$ cat src/rtl/pipeline_run_control_pkg.sv
// Shared types and constants for the pipeline run/debug sequencer.
// State and command encodings plus the pipeline control bundle.
package pipeline_run_control_pkg;

  typedef enum logic [2:0] {
    ST_IDLE   = 3'd0,
    ST_RUN    = 3'd1,
    ST_STEP   = 3'd2,
    ST_DRAIN  = 3'd3,
    ST_HALTED = 3'd4
  } state_e;

  typedef enum logic [1:0] {
    CMD_NOP  = 2'b00,
    CMD_RUN  = 2'b01,
    CMD_STEP = 2'b10,
    CMD_HALT = 2'b11
  } cmd_e;

  localparam int DEF_DRAIN_CYCLES = 3;

  typedef struct packed {
    logic pc_write;
    logic if_id_write;
    logic stall;
    logic if_flush;
    logic pipe_en;
  } pipe_ctl_t;

  // A halt only counts when it will actually move out of ID.
  function automatic logic halt_seen(
    input logic halt,
    input logic if_id_write,
    input logic stall,
    input logic if_flush
  );
    return halt & if_id_write & stall & ~if_flush;
  endfunction

endpackage

$ cat src/rtl/pipeline_run_control_sat_counter.sv
// Saturating up-counter with enable and synchronous clear.
// Holds at all-ones once reached.
module sat_counter #(
  parameter int W = 32
) (
  input  logic         clk,
  input  logic         i_clr,
  input  logic         i_en,
  output logic [W-1:0] o_count
);

  logic [W-1:0] r_cnt;

  always_ff @(posedge clk) begin
    if (i_clr) begin
      r_cnt <= '0;
    end else if (i_en && (r_cnt != '1)) begin
      r_cnt <= r_cnt + 1'b1;
    end
  end

  assign o_count = r_cnt;

endmodule

$ cat src/rtl/pipeline_run_control.sv
// Debug run sequencer: gates hazard controls, single-steps
// and drains the pipeline on halt; counts enabled cycles.
module pipeline_run_control
  import pipeline_run_control_pkg::*;
#(
  parameter int CNT_W         = 32,
  parameter int DRAIN_CYCLES  = DEF_DRAIN_CYCLES,
  parameter bit START_RUNNING = 1'b0
) (
  input  logic             clk,
  input  logic             reset,
  input  logic             inCmdValid,
  input  logic [1:0]       inCmd,
  output logic             outCmdReady,
  input  logic             inHalt,
  input  logic             inHazPCWrite,
  input  logic             inHazIF_IDWrite,
  input  logic             inHazStall,
  input  logic             inHazIF_Flush,
  output logic             outPCWrite,
  output logic             outIF_IDWrite,
  output logic             outStall,
  output logic             outIF_Flush,
  output logic             outPipeEnable,
  output logic [2:0]       outState,
  output logic [CNT_W-1:0] outCycleCount,
  output logic             outDone
);

  localparam int DW =
    (DRAIN_CYCLES > 1) ? $clog2(DRAIN_CYCLES) : 1;
  localparam logic [DW-1:0] DRAIN_LAST =
    DW'(DRAIN_CYCLES - 1);
  localparam state_e RST_STATE =
    START_RUNNING ? ST_RUN : ST_IDLE;

  state_e          r_state;
  logic [DW-1:0]   r_drain;
  logic            r_done;
  pipe_ctl_t       w_ctl;
  cmd_e            w_cmd;
  logic            w_fire;
  logic            w_halt;

  assign w_cmd  = cmd_e'(inCmd);
  assign w_fire = inCmdValid & outCmdReady;
  assign w_halt = halt_seen(inHalt, inHazIF_IDWrite,
                            inHazStall, inHazIF_Flush);

  assign outCmdReady = (r_state == ST_IDLE) ||
                       (r_state == ST_RUN);

  always_comb begin
    w_ctl = '{pc_write: 1'b0, if_id_write: 1'b0,
              stall: 1'b1, if_flush: 1'b0,
              pipe_en: 1'b0};
    case (r_state)
      ST_RUN, ST_STEP: begin
        w_ctl.pc_write    = inHazPCWrite;
        w_ctl.if_id_write = inHazIF_IDWrite;
        w_ctl.stall       = inHazStall;
        w_ctl.if_flush    = inHazIF_Flush;
        w_ctl.pipe_en     = 1'b1;
      end
      ST_DRAIN: begin
        w_ctl.if_id_write = 1'b1;
        w_ctl.if_flush    = 1'b1;
        w_ctl.pipe_en     = 1'b1;
      end
      default: ;
    endcase
  end

  always_ff @(posedge clk) begin
    if (reset) begin
      r_state <= RST_STATE;
      r_drain <= '0;
      r_done  <= 1'b0;
    end else begin
      r_done <= 1'b0;
      case (r_state)
        ST_IDLE: begin
          if (w_fire) begin
            unique case (1'b1)
              (w_cmd == CMD_RUN):  r_state <= ST_RUN;
              (w_cmd == CMD_STEP): r_state <= ST_STEP;
              (w_cmd == CMD_HALT): begin
                r_state <= ST_DRAIN;
                r_drain <= '0;
              end
              default: ;
            endcase
          end
        end
        ST_RUN: begin
          if ((w_fire && (w_cmd == CMD_HALT)) || w_halt) begin
            r_state <= ST_DRAIN;
            r_drain <= '0;
          end
        end
        ST_STEP: begin
          if (w_halt) begin
            r_state <= ST_DRAIN;
            r_drain <= '0;
          end else begin
            r_state <= ST_IDLE;
          end
        end
        ST_DRAIN: begin
          if (r_drain == DRAIN_LAST) begin
            r_state <= ST_HALTED;
            r_done  <= 1'b1;
          end else begin
            r_drain <= r_drain + 1'b1;
          end
        end
        default: ;
      endcase
    end
  end

  sat_counter #(.W(CNT_W)) u_cycles (
    .clk     (clk),
    .i_clr   (reset),
    .i_en    (w_ctl.pipe_en),
    .o_count (outCycleCount)
  );

  assign outPCWrite    = w_ctl.pc_write;
  assign outIF_IDWrite = w_ctl.if_id_write;
  assign outStall      = w_ctl.stall;
  assign outIF_Flush   = w_ctl.if_flush;
  assign outPipeEnable = w_ctl.pipe_en;
  assign outState      = r_state;
  assign outDone       = r_done;

endmodule

$ cat config.mk
export PLATFORM = sky130hd
export DESIGN_NAME = pipeline_run_control
export DESIGN_NICKNAME = d
export VERILOG_FILES = /design/src/rtl/pipeline_run_control_pkg.sv /design/src/rtl/pipeline_run_control_sat_counter.sv /design/src/rtl/pipeline_run_control.sv
export SDC_FILE = /design/constraint.sdc
export NUM_CORES = 1
export LEC_CHECK = 0
export BUFFER_PORTS_ARGS = -buffer_cell sky130_fd_sc_hd__buf_4
export CORE_ASPECT_RATIO = 1.25
export CORE_MARGIN = 2
export CORE_UTILIZATION = 35
export DETAILED_ROUTE_END_ITERATION = 10
export PLACE_DENSITY_LB_ADDON = 0.08
export SETUP_SLACK_MARGIN = 0.05
export SYNTH_ARGS = -nofsm -noshare
export SYNTH_HDL_FRONTEND = slang
export SYNTH_HIERARCHICAL = 1
export SYNTH_SLANG_ARGS = --single-unit
$ cat constraint.sdc
create_clock -name clk -period 5 [get_ports clk]
set_input_delay 0.25 -clock clk [delete_from_list [all_inputs] [get_ports clk]]
set_output_delay 0.25 -clock clk [all_outputs]
set_load 0.005 [all_outputs]
* Word level (Yosys, flattened, before mapping)
Cells that the tools add are included.
** Operators by class
- $add $sub $neg :: 2
- Eq/ne operators :: 15
- Multiplexer cells :: 17
- Bitwise operators :: 6
- Reduce and logical (&&, ||, !) cells :: 10
** Operator list (number)
- $add A32 B1 Y32 const B :: 1
- $ne A32 B32 Y1 const B :: 1
- $mux W2 :: 6
- $pmux W3 S4 :: 1
- $mux W3 :: 3
- $pmux W3 S3 :: 1
- $ne A2 B2 Y1 const B :: 4
- $pmux W2 S4 :: 1
- $eq A2 B2 Y1 const B :: 3
- $eq A3 B2 Y1 const B :: 2
- $reduce_and A6 Y1 :: 1
- $reduce_and A5 Y1 :: 1
- $and A1 B1 Y1 :: 4
- $ne A2 B1 Y1 const B :: 2
- $ne A4 B1 Y1 const B :: 1
- $pmux W2 S2 :: 1
- $reduce_bool A4 Y1 :: 1
- $reduce_or A2 Y1 :: 2
- $eq A3 B1 Y1 const B :: 1
- $logic_not A3 Y1 :: 1
- $mux W1 :: 3
- $add A2 B1 Y2 const B :: 1
- $eq A2 B1 Y1 const B :: 1
- $logic_and A1 B1 Y1 :: 2
- 3 further kinds :: 5
** Word-level totals
- Register bits :: 38
- Input bits :: 10
- Output and inout bits :: 42
- Logic and storage cells :: 54

* Depth between registers and ports, before layout
- Depth after elaboration :: 7
- Mapped depth :: 8
- Depth with buffers taken out :: 7

* By module
Netlist, hierarchy kept.
** By module, submodules not included
- sat_counter :: instances 1, cells each 199, area an instance 1674.1 µm², sequential area each 640.6 µm²
- pipeline_run_control :: instances 1, cells each 52, area an instance 420.4 µm², sequential area each 120.1 µm²

* Worst setup path before layout
OpenSTA, ideal clock, no wires.
- Kind :: reg2reg
- Start point :: register r_state[1] (netlist: outState[1])
- End point :: register u_cycles.r_cnt[31] (netlist: u_cycles/o_count[31])
- Setup time :: 0.121 ns
- Data arrival time :: 2.446 ns
- Required time :: 4.879 ns
- Path slack :: 2.433 ns
- Cell stages (with the launch flop) :: 9
- Path buffers :: 1
- Period minus slack after synthesis :: 2.567 ns
- Path through :: dfxtp_1 -> buf_2 -> nor2_2 -> nor2_1 -> nand4_1 -> nor4_2 -> nand4_1 -> nor4_1 -> mux2_2
** Between the ends
- Word-level cells in the longest chain between the ends :: 4
- Elaborated cells on any way between the ends :: 6
- Classes of those cells :: eq/ne: 3; mux: 1; reduce/logical: 2
** RTL lines
- start: declaration :: line pipeline_run_control.sv:37 : state_e r_state;
- start signal: assignment :: line pipeline_run_control.sv:76 : r_state <= RST_STATE;
- start signal: assignment :: line pipeline_run_control.sv:85 : (w_cmd == CMD_RUN): r_state <= ST_RUN;
- start signal: assignment :: line pipeline_run_control.sv:86 : (w_cmd == CMD_STEP): r_state <= ST_STEP;
- $eq A3 B1 Y1 / $eq A3 B2 Y1 (equally long branches) :: line pipeline_run_control.sv:57 : case (r_state)
- $reduce_or A2 Y1 :: line pipeline_run_control.sv:57
- $pmux W2 S2 * :: line pipeline_run_control.sv:57
- net outPipeEnable :: line pipeline_run_control.sv:24 : output logic outPipeEnable,
- $logic_and A1 B1 Y1 * :: line pipeline_run_control_sat_counter.sv:17 : end else if (i_en && (r_cnt != '1)) begin
- end signal: assignment :: line pipeline_run_control_sat_counter.sv:18 : r_cnt <= r_cnt + 1'b1;
- end: declaration :: line pipeline_run_control_sat_counter.sv:12 : logic [W-1:0] r_cnt;
Mark *: on every way through the listed nets, which the timed path passes. The rest lies on a longest branch.
A chain may end at the register's enable or synchronous reset.

* Worst setup path in the final report
- Start point :: register r_state[1] (netlist: outState[1])
- End point :: register u_cycles.r_cnt[31] (netlist: u_cycles/o_count[31])
** Between the ends
- Word-level cells in the longest chain between the ends :: 4
- Elaborated cells on any way between the ends :: 6
- Classes of those cells :: eq/ne: 3; mux: 1; reduce/logical: 2
** RTL lines (line)
- $eq A3 B1 Y1 / $eq A3 B2 Y1 (equally long branches) :: pipeline_run_control.sv:57
- $reduce_or A2 Y1 :: pipeline_run_control.sv:57
- $pmux W2 S2 * :: pipeline_run_control.sv:57
- $logic_and A1 B1 Y1 * :: pipeline_run_control_sat_counter.sv:17
Mark *: on every way between the ends. The rest lies on a longest branch, timed or not.

==> impl_metrics.yaml <==
clocking:
  postCtsSetupBuffers: 0
  clockBufferDepth: 2
  cts_num_sinks: 38
  cts_hold_buf: 0
  worstSkewPairLatency_ps: 280
  root_buffer: "clkbuf_8"
  cts_buffers: 5
  cts_resized: 0
  clk_pin_slew_ps: 70
  htree_levels: 2
  cts_tree: "yes"
floorplanning:
  fp.dieArea_um2: 6620
  rows: 31
  die_w_um: 73.2
  start_util_pct: 36.2
  die_y_um: 90.5
  ios: 52
  core-area_um2: 5780
sta:
  rsz0062_at_grt: "no"
  tightest_slew_ps: 1010
  setup_tns_ps: 0
  slew_headroom_pct: 32.1
  fmax_ghz: 0.331
  period_share_pct: 60.4
  hold_viol: 0
  setup_viol: 0
  period_minus_slack_ps: 3020
  drv_slew: 0
  skew_ps: 5.27
run_status:
  outcome: "finished clean"
global_routing:
  antenna_found_initial: 0
  grt_max_degree: 43
  grt_pass1_vias: 1910
  grt_pass1_wl_um: 9090
  grt_util_met2_pct: 28.2
  track_usage_pct: 17.0
  use_met3_pct: 3.01
  top_usage_layer: "met2"
  grt-ovfl-total: 0
  met1_usage_pct: 21.8
power:
  cellLeakagePower_nw: 0.900
  finalPower_uw: 707
  power.density_nw_per_um2: 273
  max-vdd-ir-drop_uv: 203
detailed_routing:
  drc: 0
  drtPass1Iterations: 4
  antenna_left: 0
  vias_per_cell: 5.67
  drt-initial-drc-count: 102
  wl_per_cell_um: 15.2
  wl_um: 5510
  vias: 2052
yosys:
  synth_edf_count: 0
  synthArstFlopShare_pct: 0
  synth_top_area_cell: "dfxtp_1"
  synth-compound-area-share_pct: 18.2
  synth_cell_types: 47
  ys_ff_latch: 38
  synth_top_family_by_area: "simple AND/OR/NAND/NOR gates"
  synth_nets: 263
  netlist.area_leader.share_pct: 36.3
  ys_seq_area_share_pct: 36.3
  synth_flop_cell: "dfxtp_1"
  synthMuxAreaShare_pct: 3.23
  syn_avg_cell_area_um2: 8.34
  synth-simple-area-share_pct: 34.2
  synthXorXnorAreaFrac_pct: 3.35
  synthCells: 251
  ys_warn_count: 6
  synth_area_leaders: "dfxtp_1 36%, a21oi_1 5.7%, o31ai_1 4.7%"
  synth_adder_area_share_pct: 1.19
  syn_area_um2: 2090
job:
  cap_violations: 0
final_layout:
  n_antenna_cell: 0
  fill_cells: 621
  drive_gt1_share_pct: 23.3
  area_growth_pct: 23.7
  final_net_count: 308
setup_path:
  crit_path_end_kind: "register"
  r2r_cells: 7
  path_max_fanout: 14
  r2r-start: "outState[1]"
  r2r_slack_ps: 1980
  timing.rr.end: "u_cycles/o_count[31]"
  required_ps: 5180
  arrival_ps: 3200
  worstSetupPathType: "reg2reg"
  start_kind: "register"
placement:
  gp_congestion: 0.741
  hpwlAfterDp_um: 3940
  io_buffers: 51
min_path:
  min_to: "outState[1]"
  whs_path_depth: 3
  worstHoldPathType: "in2reg"
  min_from: "inCmd[1]"
-- worst max-delay path by stage --
stage,from,to,slack (ps),cells past startpoint
floorplan,outState[1],u_cycles/o_count[31],2430,8
global placement,outState[1],u_cycles/o_count[31],2090,7
detailed placement,outState[1],u_cycles/o_count[31],2010,7
CTS,outState[1],u_cycles/o_count[31],2010,7
global route,outState[1],u_cycles/o_count[31],1680,7
finish,outState[1],u_cycles/o_count[31],1980,7
-- per-stage QoR --
stage	setup WS [ps]	instance area [um^2]	util [%]	cells	hold slack, ps
2_1_floorplan	2430	2090	-	251	322
3_3_place_gp	2090	2510	43.5	355	488
3_5_place_dp	2010	2510	43.5	355	487
4_1_cts	2010	2590	44.8	362	327
5_1_grt	1680	2590	44.8	362	343
6_report	1980	2590	44.8	362	326
-- routing by layer --
metal | up-vias | routed length, um
li1 | 1039 | -
met1 | 963 | 2520
met2 | 44 | 2700
met3 | 6 | 228
met4 | 0 | 65
met5 | - | 0
-- cells in the final DEF (no fill, tap or decap), drive strengths merged --
cell type / count
nand4b: 2
mux2: 3
or4: 12
o41ai: 1
a211oi: 1
mux2i: 3
or2: 1
nor3b: 4
or3: 12
and2: 1
ha: 2
a31o: 1
clkbuf: 7
and4: 4
and3: 4
or3b: 1
a21oi: 24
xnor2: 7
nor2: 18
o21ai: 13
and4b: 1
o31ai: 13
dfxtp: 38
o221ai: 1
nand3: 16
nor2b: 6
o211ai: 1
nand2: 14
a21o: 1
a2111oi: 2
buf: 52
nand4: 10
nor3: 4
nand3b: 3
nor4: 5
nand2b: 1
a31oi: 2
xor2: 1
inv: 4
-- sequential cells by signal (all words and copies together), names as in the netlist --
name,flops
u_cycles/o_count,32
outDone,1
r_drain,2
outState,3
-- area by class of cell --
type / instances / area, um^2 / share of cell area [%]
clock buffer: 7 / 76.3 / 2.95
inverter: 4 / 15.0 / 0.580
multi-input combinational: 195 / 1260 / 48.8
sequential: 38 / 761 / 29.4
tap: 66 / 82.6 / 3.19
timing repair buffer: 52 / 390 / 15.1
-- synth_stat cells, drive strengths merged (5+ instances only) --
cell     n
o31ai   13
dfxtp   38
nor2    18
nor2b    6
buf      6
o21ai   13
a21oi   24
nor4     5
nand4   10
nand3   16
or4     12
nand2   14
or3     12
xnor2    7
clkbuf   8
-- worst max-delay path, cell delays in order (launching register included) --
cell     delay, ps
dfxtp_1        590
nor2_2          90
nor2_1         400
nand4_1        460
nor4_2         590
nand4_1        150
nor4_1         280
mux2_2         370
-- report_power, final --
| group | total, mW | switching [mW] | internal (mW) |
|---|---|---|---|
| Combinational | 0.165 | 0.0766 | 0.0886 |
| Clock | 0.199 | 0.103 | 0.0961 |
| Sequential | 0.342 | 0.0270 | 0.315 |
-- logic make-up (layout without fill, tap and decap cells) --
group / Yosys count / after routing
buffers and inverters: 18 / 63
multiplexers: 6 / 6
flip-flops: 38 / 38
adder cells (fa/ha/maj): 2 / 2
AO/OA/AOI/OAI: 60 / 60
AND/OR/NAND/NOR: 119 / 119
XOR/XNOR: 8 / 8
Note: power is estimated with default switching activity, not from simulation.
